### config.mk
export PLATFORM = sky130hd
export DESIGN_NAME = piso_ctrl
export DESIGN_NICKNAME = d
export VERILOG_FILES = /design/src/rtl/piso_pkg.sv /design/src/rtl/piso_shift_reg.sv /design/src/rtl/piso_ctrl.sv
export SDC_FILE = /design/constraint.sdc
export NUM_CORES = 1
export LEC_CHECK = 0
export ABC_CLOCK_PERIOD_IN_PS = 2000
export CAP_MARGIN = 20
export CORE_AREA = 5 5 42 44
export CTS_BUF_LIST = sky130_fd_sc_hd__clkbuf_4 sky130_fd_sc_hd__clkbuf_8
export DETAILED_ROUTE_END_ITERATION = 7
export DIE_AREA = 0 0 47 49
export SYNTH_ARGS = -nofsm -noshare
export SYNTH_HDL_FRONTEND = slang
export SYNTH_HIERARCHICAL = 1
export SYNTH_SLANG_ARGS = --single-unit
### constraint.sdc
create_clock -name clk -period 2 [get_ports clk]
set_input_delay 0.4 -clock clk [delete_from_list [all_inputs] [get_ports clk]]
set_output_delay 0.4 -clock clk [all_outputs]
set_load 0.005 [all_outputs]
### src/rtl/piso_pkg.sv
// rtl/piso_pkg.sv - shared state encoding and counter-width helper for the PISO sequencer
package piso_pkg;

  typedef enum logic [1:0] {
    ST_IDLE  = 2'd0,
    ST_SHIFT = 2'd1,
    ST_PAR   = 2'd2,
    ST_GAP   = 2'd3
  } state_t;

  function automatic int cnt_w(input int width);
    return $clog2(width + 1);
  endfunction

endpackage

### src/rtl/piso_shift_reg.sv
// rtl/piso_shift_reg.sv - generic load/shift register, load wins over shift, MSB on sout
module piso_shift_reg #(
  parameter int WIDTH = 4
) (
  input  logic             clk,
  input  logic             rst,
  input  logic             load,
  input  logic             shift,
  input  logic [WIDTH-1:0] pin,
  output logic             sout
);

  logic [WIDTH-1:0] q;

  always_ff @(posedge clk or posedge rst) begin
    if (rst) begin
      q <= '0;
    end else if (load) begin
      q <= pin;
    end else if (shift) begin
      q <= {q[WIDTH-2:0], 1'b0};
    end
  end

  assign sout = q[WIDTH-1];

endmodule

### src/rtl/piso_ctrl.sv
// rtl/piso_ctrl.sv - handshake-fed PISO sequencer with framing strobes and optional idle gap
// Optional trailing even-parity bit: define PISO_PARITY_EN.
module piso_ctrl
  import piso_pkg::*;
#(
  parameter int WIDTH    = 4,
  parameter int IDLE_GAP = 0
) (
  input  logic             clk,
  input  logic             rst,
  input  logic [WIDTH-1:0] din,
  input  logic             din_valid,
  output logic             din_ready,
  output logic             sout,
  output logic             sout_valid,
  output logic             frame_start,
  output logic             done,
  output logic             busy
);

  localparam int CNT_W = cnt_w(WIDTH);

  state_t           state, state_nx;
  logic [CNT_W-1:0] cnt, cnt_nx;
  logic [3:0]       gcnt, gcnt_nx;
  logic             accept, last, fin, msb;

  assign accept = din_valid & din_ready;

`ifdef PISO_PARITY_EN
  logic par;

  always_ff @(posedge clk or posedge rst) begin
    if (rst) begin
      par <= 1'b0;
    end else if (accept) begin
      par <= ^din;
    end
  end

  assign last = (state == ST_PAR);
`else
  assign last = (state == ST_SHIFT) && (cnt == '0);
`endif

  // Zero-gap builds accept the next word in the final frame cycle for bubble-free streaming.
  assign din_ready = !rst && ((state == ST_IDLE) || (last && (IDLE_GAP == 0)));

  piso_shift_reg #(.WIDTH(WIDTH)) u_sreg (
    .clk   (clk),
    .rst   (rst),
    .load  (accept),
    .shift (state == ST_SHIFT),
    .pin   (din),
    .sout  (msb)
  );

  always_ff @(posedge clk or posedge rst) begin
    if (rst) begin
      state <= ST_IDLE;
      cnt   <= '0;
      gcnt  <= '0;
    end else begin
      state <= state_nx;
      cnt   <= cnt_nx;
      gcnt  <= gcnt_nx;
    end
  end

  always_comb begin
    state_nx = state;
    cnt_nx   = cnt;
    gcnt_nx  = gcnt;
    fin      = 1'b0;
    case (state)
      ST_IDLE: begin
        if (accept) begin
          state_nx = ST_SHIFT;
          cnt_nx   = CNT_W'(WIDTH - 1);
        end
      end
      ST_SHIFT: begin
        if (cnt != '0) begin
          cnt_nx = cnt - 1'b1;
        end else begin
`ifdef PISO_PARITY_EN
          state_nx = ST_PAR;
`else
          fin = 1'b1;
`endif
        end
      end
      ST_PAR: begin
`ifdef PISO_PARITY_EN
        fin = 1'b1;
`else
        state_nx = ST_IDLE;
`endif
      end
      ST_GAP: begin
        if (gcnt == '0) begin
          state_nx = ST_IDLE;
        end else begin
          gcnt_nx = gcnt - 1'b1;
        end
      end
      default: state_nx = ST_IDLE;
    endcase

    if (fin) begin
      if (IDLE_GAP > 0) begin
        state_nx = ST_GAP;
        gcnt_nx  = 4'(IDLE_GAP - 1);
      end else if (accept) begin
        state_nx = ST_SHIFT;
        cnt_nx   = CNT_W'(WIDTH - 1);
      end else begin
        state_nx = ST_IDLE;
      end
    end
  end

  always_comb begin
    sout_valid  = (state == ST_SHIFT);
    sout        = (state == ST_SHIFT) ? msb : 1'b0;
`ifdef PISO_PARITY_EN
    if (state == ST_PAR) begin
      sout_valid = 1'b1;
      sout       = par;
    end
`endif
    frame_start = (state == ST_SHIFT) && (cnt == CNT_W'(WIDTH - 1));
    done        = last;
    busy        = (state != ST_IDLE);
  end

endmodule

==> results.toml <==
[yosys]
netlist_area_um2 = 442
synth.top_cells.by_count = "8 x dfrtp_1, 6 x nand2_1, 5 x inv_1, 5 x mux2i_1"
synth_cell_types = 17
syn-num-nets = 55
syn_inst = 45
ys_ff_latch = 8
synth_edf_count = 0
synth.yosys.seq_area_share_pct = 45.3
yosys_warnings = 6
synthTopCellsByArea = "dfrtp_1 45%, mux2i_1 11%, ha_1 8.5%"
syn_area_per_cell_um2 = 9.81
synth_top_area_cell = "dfrtp_1"
yosysMostFrequentCell = "dfrtp_1"
ys_async_sr_fraction_pct = 100
ys.flop_type = "dfrtp_1"
yosysTopAreaCellShare_pct = 45.3

[critical_path]
crit_chain = "buf_4 > and2_1 > clkdlybuf4s50_1"
cp-end-kind = "output pin"
rrSetupSlack_ns = 0.44
worstSetupStartpointType = "flip-flop"
arrival_ns = 1.46
path_class = "flip-flop to output pin"
cp_max_fo = 7
slowest_delay_ns = 0.49
rr_startpoint = "cnt[1]"
cp_slowest_cell = "clkdlybuf4s50_1"
crit_required_ns = 1.60
reg2reg_to = "u_sreg/q[0]"
worstRegToRegCells = 8
crit_family = "buffers and inverters"
crit_buf_inv = 2

[cts]
cts-root-buf = "clkbuf_4"
clk_latency_ns = 0.26
cts_buffers = 3
cts-hold-fix-buffers = 0
clock_path_buffers = 2
clock-sinks = 8
clk_pin_slew_ns = 0.06
tritoncts = "done"
htree_levels = 1

[power]
seq_power_share_pct = 33.9
p_per_area_mw_per_mm2 = 1360
clkPwrFrac_pct = 14.8
p_sw_mw = 0.308
p_int_mw = 0.564
swShare_pct = 35.3
leakage_nw = 0.321
combinationalPowerShare_pct = 51.3
worst_ir_drop_vdd_mv = 0.568

[sta]
slew_headroom_pct = 82.9
period_needed_ns = 1.86
worst_clock_skew_ns = 0.00270
whs_ns = 0.442
setup_violations = 0
worst_slew_pin_slew_ns = 0.257
worst_slack_ns = 0.141
fmaxAchievable_mhz = 538
hold_violations = 0
drv_slew = 0
rsz0062_at_grt = "false"
tns_ns = 0
min_period_over_period_pct = 93.0

[detailed_routing]
vias = 368
drt-initial-drc-count = 6
drt-pass1-iter-count = 3
totalWireLength_um = 968
drc = 0
ant_nets = 0
drt-wirelength-per-cell_um = 12.0
via_per_inst = 4.54

[cells_and_area]
synthToLayoutAreaGrowth_pct = 45.3
antenna_cells = 0
nFillCells = 148
nets = 77
drive_gt1_share_pct = 20.0

[status]
outcome = "finished, final reports clean"

[die]
dieArea_mm2 = 0.00230
die_w_um = 47
start_util_pct = 31.5
die_y_um = 49
core_mm2 = 0.00140
rows = 14
boundaryPins = 13

[placed_design]
io_buffers = 12
gp_congestion = 0.740
hpwl_um = 718
dp_slack_ns = 0.0798

[flow_run]
drv_cap = 0

[global_routing]
antenna_found_initial = 0
grt_pass1_wl_mm = 1.59
grt_max_degree = 9
grt_usage_pct = 10.4
grt_pass1_vias = 377
grt_overflow_total = 0

[hold_path]
hold_class = "input pin to async pin"
[worst max path at each step]
stage                     startpoint           to  depth (start not counted)
after floorplan               cnt[0]  u_sreg/q[0]                          7
after global placement           rst    din_ready                          4
after detailed placement         rst    din_ready                          4
after CTS                   state[0]         sout                          3
after global routing          cnt[0]    din_ready                          6
final                       state[0]         sout                          3
[state kept, by name (all words and copies together) (netlist names)]
| name | flops |
|---|---|
| cnt | 3 |
| state | 1 |
| u_sreg/q | 4 |
[layout by cell type (no fill, tap or decap), types with 2 or more instances in the layout]
cell type,synthesis,layout
mux2i_1,5,5
nand2b_1,2,2
clkbuf_4,0,3
ha_1,3,2
and2_1,3,3
inv_1,5,4
dfrtp_1,8,7
buf_4,1,6
dlygate4sd2_1,0,3
nor2_1,2,2
nand2_1,6,6
clkdlybuf4s50_1,0,9
o21ai_1,3,3
[logic make-up after synthesis]
group,after synthesis,synth area share [%]
and+or+nand+nor,16,19.0
buffers and inverters,6,5.95
muxes,5,11.3
AOI/OAI and AO/OA,7,9.91
adders and majority gates,3,8.50
DFF,8,45.3
[metrics by stage]
step	instances	util (%)	total power [mW]	instance area, um^2
2_1_floorplan	45	-	0.528	442
3_3_place_gp	76	43.1	0.715	604
3_5_place_dp	76	43.1	0.730	604
4_1_cts	81	45.7	0.879	641
5_1_grt	81	45.8	0.954	642
6_report	81	45.8	0.872	642
[power groups by stage]
stage,logic [mW],clock network [mW],registers (mW)
finish,0.447,0.129,0.296
CTS,0.450,0.134,0.295
floorplan,0.228,0,0.300
detailed placement,0.425,0,0.305
global placement,0.415,0,0.300
global route,0.500,0.146,0.308
[cell type report]
class,count,area (um^2),area share [%]
flip-flops and latches,8,201,31.4
inverters,5,18.8,2.92
repair buffers,18,161,25.1
multi-input cells,31,218,33.9
well taps,16,20.0,3.12
clock buffers,3,22.5,3.51
[metal layers]
| metal | part of all wire (%) | global-route usage (%) |
|---|---|---|
| met5 | 0 | 0 |
| met4 | 2.3 | 6.91 |
| met3 | 5.5 | 4.43 |
| met2 | 49 | 15.2 |
| met1 | 43 | 11.8 |
[repair_timing]
action                                  CTS  global route
gates resized for setup                   5             1
setup buffers                             2             0
endpoints found under the setup margin    2             1
[tightest hold or removal path, cell delays in order]
cell and delay, ns:
clkdlybuf4s50_1 0.43, inv_1 0.07, buf_4 0.13
Power figures use the tool's default switching activity.
==> RTL edit (same settings) <==
`WIDTH` is set to 4 in 2 places; all go to 6.
--- a/src/rtl/piso_shift_reg.sv
+++ b/src/rtl/piso_shift_reg.sv
@@ -2,3 +2,3 @@
 module piso_shift_reg #(
-  parameter int WIDTH = 4
+  parameter int WIDTH = 6
 ) (
--- a/src/rtl/piso_ctrl.sv
+++ b/src/rtl/piso_ctrl.sv
@@ -5,3 +5,3 @@
 #(
-  parameter int WIDTH    = 4,
+  parameter int WIDTH    = 6,
   parameter int IDLE_GAP = 0
Ports: changed (resized din); port bits go from 13 to 15. No check against the original RTL was run, so the function may have changed too.
==> RTL edit against the unedited design <==
- worst setup slack gained 0.053 ns
- utilization up 9.0 points
- routed wire length rose by 7.5%
- final area up 20%
- sequential cell count is 2 higher
- power up 18%
- sequential share of layout area increased by 1.2 points
- worst hold slack gained 0.040 ns
- area after synthesis increased by 27%
- critical path type unchanged
==> RTL edit: results (changes against the unedited design) <==
fillcell total=139 (was 148); final net count=89 (was 77); Leakage=0.405 nW (was 0.321 nW); Detailed Route WL=1.04 mm (was 968 um); CP arrival=1.41 ns (was 1.46 ns); setup ws final=0.194 ns (was 0.141 ns); met3 WL=88 um (was 53 um); GPL Wtd Cong=0.725 (was 0.740); status=finished, final reports clean (unchanged); worst vdd ir=748 uV (was 568 uV); Multi-In Gates=38 (was 31); Register Area=250 um^2 (was 201 um^2); reg2reg setup slack=0.67 ns (was 0.44 ns); layout cells sized above 1=21.3% (was 20.0%); critical path's slowest cell=dfrtp_1 (was clkdlybuf4s50_1); Non-clk bufs=19 (was 18); WL met1=474 um (was 420 um); syn_nets=68 (was 55); Routed WL per cell=11.4 um (was 12.0 um); dpl cell area=726 um^2 (was 604 um^2); DRT Pass-1 Iters=4 (was 3); Detailed Place HPWL=820 um (was 718 um); Power Internal=0.669 mW (was 0.564 mW); NonClk Buf Share=23.1% (was 25.1%); count of different cell masters after synthesis=20 (was 17); Mean Syn Cell Area=9.99 um^2 (was 9.81 um^2); CP max FO=8 (was 7); multi-input logic portion of the cell area=36.3% (was 33.9%); synth cell count leaders=10 x dfrtp_1, 9 x nand2_1, 6 x mux2i_1, 5 x inv_1, 5 x o21ai_1 (was 8 x dfrtp_1, 6 x nand2_1, 5 x inv_1, 5 x mux2i_1); Area contributors post-synth=dfrtp_1 45%, mux2i_1 11%, ha_1 6.7% (was dfrtp_1 45%, mux2i_1 11%, ha_1 8.5%)
==> RTL edit: cell count changes after synthesis, sizes merged, moves of 2 or more <==
cell,change
o21ai,+2
buf,+2
a21oi,+3
nand2,+4
and2,-2
dfrtp,+2
==> RTL edit: worst min path at each step <==
stage                             to  slack [ns]  depth (start not counted)
CTS                 cnt[1]$_DFF_PP0_        0.48                          3
global route        cnt[1]$_DFF_PP0_        0.50                          3
global placement    cnt[1]$_DFF_PP0_        0.52                          2
floorplan           cnt[0]$_DFF_PP0_        0.17                          1
finish              cnt[1]$_DFF_PP0_        0.48                          3
detailed placement  cnt[1]$_DFF_PP0_        0.54                          2
==> RTL edit: worst reg2reg max path, stage by stage, from the launching register on <==
cell and delay, ns:
dfrtp_1 0.39, inv_2 0.10, ha_4 0.16, nand2b_4 0.07
a21oi_1 0.24, buf_4 0.19, nand2_1 0.05, o21ai_1 0.06
==> RTL edit: power by group through the flow <==
stage | registers [mW] | logic (mW) | clock network, mW
finish | 0.353 | 0.545 | 0.134
CTS | 0.356 | 0.555 | 0.140
detailed placement | 0.355 | 0.519 | 0
global route | 0.366 | 0.604 | 0.151
global placement | 0.348 | 0.507 | 0
floorplan | 0.342 | 0.360 | 0
==> RTL edit: kinds of logic after synthesis <==
kind of cell	count (synthesis)	share of synthesized area (%)
buffers and inverters	8	7.61
AOI/OAI and AO/OA	11	10.7
and+or+nand+nor	17	16.8
muxes	7	13.4
DFF	10	44.7
adders and majority gates	3	6.71
==> RTL edit: metal layers <==
metal  track usage [%]  up-vias
met5                 0        -
li1                  -      225
met1              13.6      192
met2              14.7       15
met3              3.32        4
met4              8.29        0
==> RTL edit: repair_timing <==
item | CTS | global route
buffers inserted | 1 | 0
endpoints found under the setup margin | 2 | 1
endpoints found under the hold margin | 0 | 0
pin swaps | 1 | 0
resized for setup | 6 | 1
